===== src/rtl/fabric2_mport_if.sv =====
// OCP-style point-to-point bus used on both sides of the fabric master port:
// command/address/data from the master, accept/response/read data back.
interface fabric2_mport_if #(
  parameter int ADDR_WIDTH = 32,
  parameter int DATA_WIDTH = 32
);
  logic [ADDR_WIDTH-1:0]   m_addr;
  logic [2:0]              m_cmd;
  logic [DATA_WIDTH-1:0]   m_data;
  logic [DATA_WIDTH/8-1:0] m_byte_en;
  logic                    s_cmd_accept;
  logic [DATA_WIDTH-1:0]   s_data;
  logic [1:0]              s_resp;

  modport master (
    output m_addr, m_cmd, m_data, m_byte_en,
    input  s_cmd_accept, s_data, s_resp
  );

  modport slave (
    input  m_addr, m_cmd, m_data, m_byte_en,
    output s_cmd_accept, s_data, s_resp
  );
endinterface


===== src/rtl/fabric2_mport.sv =====
// Fabric v2 master-port front end: decodes the destination port, tracks one
// transaction at a time, reports act/done/portno and answers misses/timeouts.
module fabric2_mport #(
  parameter int                    PORTNO_WIDTH = 11,
  parameter int                    ADDR_WIDTH   = 32,
  parameter int                    DATA_WIDTH   = 32,
  parameter int                    TIMEOUT      = 0,
  parameter logic [ADDR_WIDTH-1:0] P0_BASE      = 32'h0000_0000,
  parameter logic [ADDR_WIDTH-1:0] P0_MASK      = 32'hF000_0000,
  parameter logic [ADDR_WIDTH-1:0] P1_BASE      = 32'h1000_0000,
  parameter logic [ADDR_WIDTH-1:0] P1_MASK      = 32'hF000_0000,
  parameter logic [ADDR_WIDTH-1:0] P2_BASE      = 32'h2000_0000,
  parameter logic [ADDR_WIDTH-1:0] P2_MASK      = 32'hF000_0000,
  parameter logic [ADDR_WIDTH-1:0] P3_BASE      = 32'h3000_0000,
  parameter logic [ADDR_WIDTH-1:0] P3_MASK      = 32'hF000_0000,
  parameter logic [ADDR_WIDTH-1:0] P4_BASE      = 32'h4000_0000,
  parameter logic [ADDR_WIDTH-1:0] P4_MASK      = 32'hF000_0000
) (
  input  logic                    clk,
  input  logic                    rst,
  fabric2_mport_if.slave          cpu,
  fabric2_mport_if.master         sw,
  output logic                    act,
  output logic                    done,
  output logic [PORTNO_WIDTH-1:0] portno
);

  localparam logic [2:0] CMD_IDLE = 3'b000;
  localparam logic [2:0] CMD_RD   = 3'b010;
  localparam logic [1:0] RES_NULL = 2'b00;
  localparam logic [1:0] RES_ERR  = 2'b11;

  localparam logic [4:0][ADDR_WIDTH-1:0] BASE_A = {P4_BASE, P3_BASE, P2_BASE, P1_BASE, P0_BASE};
  localparam logic [4:0][ADDR_WIDTH-1:0] MASK_A = {P4_MASK, P3_MASK, P2_MASK, P1_MASK, P0_MASK};

  localparam int               CNT_W  = $clog2(TIMEOUT + 2);
  localparam logic [CNT_W-1:0] TO_VAL = CNT_W'(TIMEOUT);

  typedef enum logic [1:0] {
    ST_IDLE = 2'd0,
    ST_CMD  = 2'd1,
    ST_RESP = 2'd2,
    ST_ERR  = 2'd3
  } state_t;

  // Returns {hit, port}; scanning downwards lets the lowest-numbered region win.
  function automatic logic [PORTNO_WIDTH:0] decode(input logic [ADDR_WIDTH-1:0] addr);
    logic [PORTNO_WIDTH:0] res;
    res = '0;
    for (int i = 4; i >= 0; i--) begin
      if ((addr & MASK_A[i]) == BASE_A[i]) begin
        res = {1'b1, PORTNO_WIDTH'(i)};
      end
    end
    return res;
  endfunction

  state_t                  state_r;
  state_t                  next_s;
  logic [PORTNO_WIDTH-1:0] portno_r;
  logic                    rd_r;
  logic [CNT_W-1:0]        cnt_r;

  logic [PORTNO_WIDTH:0]   dec_s;
  logic                    is_rd_s;
  logic                    timeout_s;
  logic                    latch_s;
  logic                    act_s;
  logic                    done_s;
  logic                    acc_s;
  logic [2:0]              cmd_s;
  logic [1:0]              resp_s;
  logic [DATA_WIDTH-1:0]   sdata_s;
  logic [PORTNO_WIDTH-1:0] portno_s;

  assign dec_s     = decode(cpu.m_addr);
  assign is_rd_s   = (cpu.m_cmd == CMD_RD);
  assign timeout_s = (TIMEOUT != 0) && (cnt_r == TO_VAL);

  // Next-state and output decode; rst forces every output to its idle value.
  always_comb begin
    next_s   = state_r;
    latch_s  = 1'b0;
    act_s    = 1'b0;
    done_s   = 1'b0;
    acc_s    = 1'b0;
    cmd_s    = CMD_IDLE;
    resp_s   = RES_NULL;
    sdata_s  = '0;
    portno_s = portno_r;
    if (rst) begin
      next_s   = ST_IDLE;
      portno_s = '0;
    end else begin
      case (state_r)
        ST_IDLE: begin
          portno_s = dec_s[PORTNO_WIDTH-1:0];
          if (cpu.m_cmd == CMD_IDLE) begin
            next_s = ST_IDLE;
          end else if (dec_s[PORTNO_WIDTH]) begin
            act_s   = 1'b1;
            latch_s = 1'b1;
            cmd_s   = cpu.m_cmd;
            acc_s   = sw.s_cmd_accept;
            if (!sw.s_cmd_accept) begin
              next_s = ST_CMD;
            end else if (is_rd_s) begin
              next_s = ST_RESP;
            end else begin
              done_s = 1'b1;
              next_s = ST_IDLE;
            end
          end else begin
            // Unmapped: swallow the command here; reads get an ERR next cycle.
            acc_s  = 1'b1;
            next_s = is_rd_s ? ST_ERR : ST_IDLE;
          end
        end
        ST_CMD: begin
          cmd_s = cpu.m_cmd;
          acc_s = sw.s_cmd_accept;
          if (sw.s_cmd_accept && !rd_r) begin
            done_s = 1'b1;
            next_s = ST_IDLE;
          end else if (timeout_s) begin
            // A read accept is not completion, so the abort still takes priority.
            cmd_s  = CMD_IDLE;
            acc_s  = 1'b1;
            done_s = 1'b1;
            next_s = ST_IDLE;
            if (rd_r) begin
              resp_s = RES_ERR;
            end else begin
              resp_s = RES_NULL;
            end
          end else if (sw.s_cmd_accept) begin
            next_s = ST_RESP;
          end else begin
            next_s = ST_CMD;
          end
        end
        ST_RESP: begin
          resp_s  = sw.s_resp;
          sdata_s = sw.s_data;
          if (sw.s_resp != RES_NULL) begin
            done_s = 1'b1;
            next_s = ST_IDLE;
          end else if (timeout_s) begin
            resp_s  = RES_ERR;
            sdata_s = '0;
            done_s  = 1'b1;
            next_s  = ST_IDLE;
          end else begin
            next_s = ST_RESP;
          end
        end
        ST_ERR: begin
          resp_s = RES_ERR;
          next_s = ST_IDLE;
        end
        default: begin
          next_s = ST_IDLE;
        end
      endcase
    end
  end

  // State, latched destination/command type, and cycles elapsed since act.
  always_ff @(posedge clk) begin
    if (rst) begin
      state_r  <= ST_IDLE;
      portno_r <= '0;
      rd_r     <= 1'b0;
      cnt_r    <= '0;
    end else begin
      state_r <= next_s;
      if (latch_s) begin
        portno_r <= dec_s[PORTNO_WIDTH-1:0];
        rd_r     <= is_rd_s;
        cnt_r    <= CNT_W'(1);
      end else if (state_r == ST_CMD || state_r == ST_RESP) begin
        cnt_r <= cnt_r + CNT_W'(1);
      end else begin
        cnt_r <= cnt_r;
      end
    end
  end

  assign sw.m_addr        = cpu.m_addr;
  assign sw.m_data        = cpu.m_data;
  assign sw.m_byte_en     = cpu.m_byte_en;
  assign sw.m_cmd         = cmd_s;
  assign cpu.s_cmd_accept = acc_s;
  assign cpu.s_resp       = resp_s;
  assign cpu.s_data       = sdata_s;
  assign act              = act_s;
  assign done             = done_s;
  assign portno           = portno_s;

endmodule


===== src/flat_wrapper.sv =====
// flat-port wrapper written by rule: the top's interface ports become plain ports
module fabric2_mport_flat 
#(
  parameter int                    PORTNO_WIDTH = 11,
  parameter int                    ADDR_WIDTH   = 32,
  parameter int                    DATA_WIDTH   = 32,
  parameter int                    TIMEOUT      = 0,
  parameter logic [ADDR_WIDTH-1:0] P0_BASE      = 32'h0000_0000,
  parameter logic [ADDR_WIDTH-1:0] P0_MASK      = 32'hF000_0000,
  parameter logic [ADDR_WIDTH-1:0] P1_BASE      = 32'h1000_0000,
  parameter logic [ADDR_WIDTH-1:0] P1_MASK      = 32'hF000_0000,
  parameter logic [ADDR_WIDTH-1:0] P2_BASE      = 32'h2000_0000,
  parameter logic [ADDR_WIDTH-1:0] P2_MASK      = 32'hF000_0000,
  parameter logic [ADDR_WIDTH-1:0] P3_BASE      = 32'h3000_0000,
  parameter logic [ADDR_WIDTH-1:0] P3_MASK      = 32'hF000_0000,
  parameter logic [ADDR_WIDTH-1:0] P4_BASE      = 32'h4000_0000,
  parameter logic [ADDR_WIDTH-1:0] P4_MASK      = 32'hF000_0000
)
  (clk, rst, act, done, portno, cpu_m_addr, cpu_m_cmd, cpu_m_data, cpu_m_byte_en, cpu_s_cmd_accept, cpu_s_data, cpu_s_resp, sw_m_addr, sw_m_cmd, sw_m_data, sw_m_byte_en, sw_s_cmd_accept, sw_s_data, sw_s_resp);
  fabric2_mport_if #(.ADDR_WIDTH(ADDR_WIDTH), .DATA_WIDTH(DATA_WIDTH)) cpu_i ();
  fabric2_mport_if #(.ADDR_WIDTH(ADDR_WIDTH), .DATA_WIDTH(DATA_WIDTH)) sw_i ();
  input  logic clk;
  input  logic rst;
  output logic act;
  output logic done;
  output logic [PORTNO_WIDTH-1:0] portno;
  input wire logic [$bits(cpu_i.m_addr)-1:0] cpu_m_addr;
  input wire logic [$bits(cpu_i.m_cmd)-1:0] cpu_m_cmd;
  input wire logic [$bits(cpu_i.m_data)-1:0] cpu_m_data;
  input wire logic [$bits(cpu_i.m_byte_en)-1:0] cpu_m_byte_en;
  output wire logic [$bits(cpu_i.s_cmd_accept)-1:0] cpu_s_cmd_accept;
  output wire logic [$bits(cpu_i.s_data)-1:0] cpu_s_data;
  output wire logic [$bits(cpu_i.s_resp)-1:0] cpu_s_resp;
  output wire logic [$bits(sw_i.m_addr)-1:0] sw_m_addr;
  output wire logic [$bits(sw_i.m_cmd)-1:0] sw_m_cmd;
  output wire logic [$bits(sw_i.m_data)-1:0] sw_m_data;
  output wire logic [$bits(sw_i.m_byte_en)-1:0] sw_m_byte_en;
  input wire logic [$bits(sw_i.s_cmd_accept)-1:0] sw_s_cmd_accept;
  input wire logic [$bits(sw_i.s_data)-1:0] sw_s_data;
  input wire logic [$bits(sw_i.s_resp)-1:0] sw_s_resp;
  assign cpu_i.m_addr = cpu_m_addr;
  assign cpu_i.m_cmd = cpu_m_cmd;
  assign cpu_i.m_data = cpu_m_data;
  assign cpu_i.m_byte_en = cpu_m_byte_en;
  assign cpu_s_cmd_accept = cpu_i.s_cmd_accept;
  assign cpu_s_data = cpu_i.s_data;
  assign cpu_s_resp = cpu_i.s_resp;
  assign sw_m_addr = sw_i.m_addr;
  assign sw_m_cmd = sw_i.m_cmd;
  assign sw_m_data = sw_i.m_data;
  assign sw_m_byte_en = sw_i.m_byte_en;
  assign sw_i.s_cmd_accept = sw_s_cmd_accept;
  assign sw_i.s_data = sw_s_data;
  assign sw_i.s_resp = sw_s_resp;
  fabric2_mport #(.PORTNO_WIDTH(PORTNO_WIDTH), .ADDR_WIDTH(ADDR_WIDTH), .DATA_WIDTH(DATA_WIDTH), .TIMEOUT(TIMEOUT), .P0_BASE(P0_BASE), .P0_MASK(P0_MASK), .P1_BASE(P1_BASE), .P1_MASK(P1_MASK), .P2_BASE(P2_BASE), .P2_MASK(P2_MASK), .P3_BASE(P3_BASE), .P3_MASK(P3_MASK), .P4_BASE(P4_BASE), .P4_MASK(P4_MASK)) u_core (.clk(clk), .rst(rst), .cpu(cpu_i), .sw(sw_i), .act(act), .done(done), .portno(portno));
endmodule

===== config.mk =====
export PLATFORM = sky130hd
export DESIGN_NAME = fabric2_mport_flat
export DESIGN_NICKNAME = d
export VERILOG_FILES = /design/src/rtl/fabric2_mport_if.sv /design/src/rtl/fabric2_mport.sv /design/src/flat_wrapper.sv
export SDC_FILE = /design/constraint.sdc
export NUM_CORES = 1
export LEC_CHECK = 0
export BUFFER_PORTS_ARGS = -buffer_cell sky130_fd_sc_hd__buf_4
export CAP_MARGIN = 20
export CELL_PAD_IN_SITES_DETAIL_PLACEMENT = 0
export CELL_PAD_IN_SITES_GLOBAL_PLACEMENT = 1
export CORE_MARGIN = 3
export CORE_UTILIZATION = 16
export DETAILED_ROUTE_END_ITERATION = 7
export PLACE_DENSITY = 0.95
export SLEW_MARGIN = 20
export SYNTH_ARGS = -nofsm -noshare
export SYNTH_HDL_FRONTEND = slang
export SYNTH_SLANG_ARGS = --single-unit
export TNS_END_PERCENT = 30

===== constraint.sdc =====
create_clock -name clk -period 2.1 [get_ports clk]
set_input_delay 0.42 -clock clk [delete_from_list [all_inputs] [get_ports clk]]
set_output_delay 0.42 -clock clk [all_outputs]
set_load 0.02 [all_outputs]

==> results.md <==
- Largest stage delay, worst path: 0.35 ns
- Clock Latency Late Sink: around 0.22 ns
- Data arrival, critical path: 1.53 ns
- Most numerous cell in the Yosys netlist: buf_4
- Mapped Area: between 1000 and 1500 um2
- Number of synthesized flops with an enable pin: 0
- Fmax: 512 MHz
- Critical Path RT: 1.68 ns
- Routed len/inst: 12.1 um
- CP max FO: 10
- Hold WS: 0.468 ns
- Area Growth Syn to Fin: 23.7%
- Top cell type's share of synthesized area: 43.6%
- PD cells: 378 nW/um2
- Primary FF master, synth: dfxtp_1
- Core area: 7850 um2
- Clk sinks: 6
- Layout cells sized above 1: 49.3%
- Buf/Inv on CP: 1
- Post-synth ARST share: 0%
- Total track usage: 7.02%
- Routed wire length: 3.72 mm
- Peak supply drop: 0.122 mV
- Multi-input gate area: 592 um2
- Post-CTS Setup Inserts: 0
- CTS tree: built
- Hold buffers post-CTS: 0
- FF+latch count, synth: 6
- Clock transition at the registers of the reported paths: 0.04 ns
- Die height: just under 100 um
- Row count: 32
- Top cells by area, synth: buf_4, and2_1, dfxtp_1
- Synth Instances: between 150 and 200
- Port Buffers: 90
- Register area: 120 um2
- Worst Skew: around 0.0025 ns
- Final Hold Viols: 0
- Leakage: between 0.8 and 0.9 nW
- Antenna Cells: 0
- Antenna-violating nets left: 0
- Initial antenna violation count: 0
- Setup crit end kind: output port
- RSZ-0062 raised after global routing: no
- Die Area: 9290 um2
- # setup viols final: 0
- Clock buffer depth: 2
- Synth top cells by count: buf_4, and2_1, nor2_1
- Fill count: slightly above 900
- Post-CTS resize count: 0
- Placer congestion estimate: slightly above 0.7
- Synthesized area per cell: about 7 um2
- Max-Cap Viols: 0
- Initial DRC Count: 76
- DP HPWL: 3.03 mm
- YS warnings: 0
- WS Path Type: flop to output port
- Hold/Removal Path Class: flop to flop
- Synth unique cells: 32
- Sequential-to-total area share from yosys stat: 9.19%
- Yosys top cell by area: buf_4
- Root buffer cell: clkbuf_8
- Critical path's top delay family: simple AND/OR/NAND/NOR gates
- Min cycle time layout: ~2.0 ns
- Initial Util: 16.7%
- Setup crit start kind: flop
- Slowest CP cell: nor2_2
- Vias per Instance: slightly below 4
- Vias in the first global route: 1052
- Sum Neg Setup Slack: 0 ns
- Drt drc: 0
- Final Core Density: 20.6%
- CTS Buf Count: 3
- Global-route wire length before repair: 5.04 mm
- H-tree depth: 1
- IO Pins: 227
- Outcome: finished clean
- Via Count: 1193
- Largest net degree at the start of global routing: 33
- Tcrit/Tclk final: 93.0%
- Drt pass-1 iters: 4
- Crit-path cells: nor2_2 -> and4_4 -> nor2b_1 -> buf_4
- Slew Viols, Final: 0
- GR Overflow Total: 0
- Nets@finish: 315
- Die Span X: slightly below 100 um
metal layers:
layer  track usage [%]  vias to the layer above  routed length (um)
met4              5.61                        0                 191
met5                 0                        -                   0
met3              2.56                       30                 401
met2              10.4                       70                1840
met1              8.13                      526                1280
li1                  -                      567                   -
flip-flops by register name (all words and copies together) (netlist names):
name	count
u_core.portno_r	3
u_core.state_r	2
u_core.rd_r	1
where the power goes:
part	switching, mW	leakage [nW]	internal, mW
clock	0.0523	0.0216	0.123
sequential	0.00604	0.0490	0.123
combinational	0.160	0.738	0.147
total	0.218	0.808	0.393
worst reg2reg max path, cell delays in order, from the launching register on:
cell and delay (ns):
dfxtp_1 0.32, nor2_2 0.35, a31oi_1 0.16, a311oi_1 0.27
path summary, 6_finish.rpt:
path,startpoint,endpoint,slack (ns),cells past startpoint
worst max-delay path,u_core.state_r[0]$_SDFF_PP0_,act,0.15,4
worst max register to register,u_core.state_r[0]$_SDFF_PP0_,u_core.portno_r[2]$_SDFFE_PP0P_,0.91,3
worst min-delay path,u_core.portno_r[1]$_SDFFE_PP0P_,u_core.portno_r[1]$_SDFFE_PP0P_,0.47,2
worst min register to register,u_core.portno_r[1]$_SDFFE_PP0P_,u_core.portno_r[1]$_SDFFE_PP0P_,0.47,2
layout by cell type (no fill, tap or decap), types with 3 or more instances in the layout:
master,instances
inv_1,3
buf_4,94
nor2_1,9
nand3b_1,3
and2_1,32
clkbuf_8,3
dfxtp_1,6
nand3_1,4
o211a_1,3
nand2b_1,4
o21ai_0,3
conb_1,8
nand2_1,3
a21oi_1,5
nor4_1,3
through the flow:
step | instances | worst slack (ns) | area, um2 | total power [mW]
CTS | 307 | 0.132 | 1620 | 0.619
finish | 307 | 0.147 | 1620 | 0.611
floorplan | 193 | 0.296 | 1330 | 0.482
global placement | 304 | 0.176 | 1580 | 0.436
detailed placement | 304 | 0.164 | 1580 | 0.438
global route | 307 | 0.0561 | 1620 | 0.656
layout make-up:
class | count | area share (%)
clock buffers | 3 | 2.55
well taps | 102 | 7.89
multi-input cells | 98 | 36.6
repair buffers | 95 | 44.9
inverters | 3 | 0.696
flip-flops and latches | 6 | 7.42
cell families after synthesis:
logic type,Yosys count,synth area share (%)
buffers and inverters,89,47.6
other,1,0.287
AOI/OAI and AO/OA,24,13.4
and+or+nand+nor,66,29.6
DFF,6,9.19
Note: power is estimated with default switching activity, not from simulation.
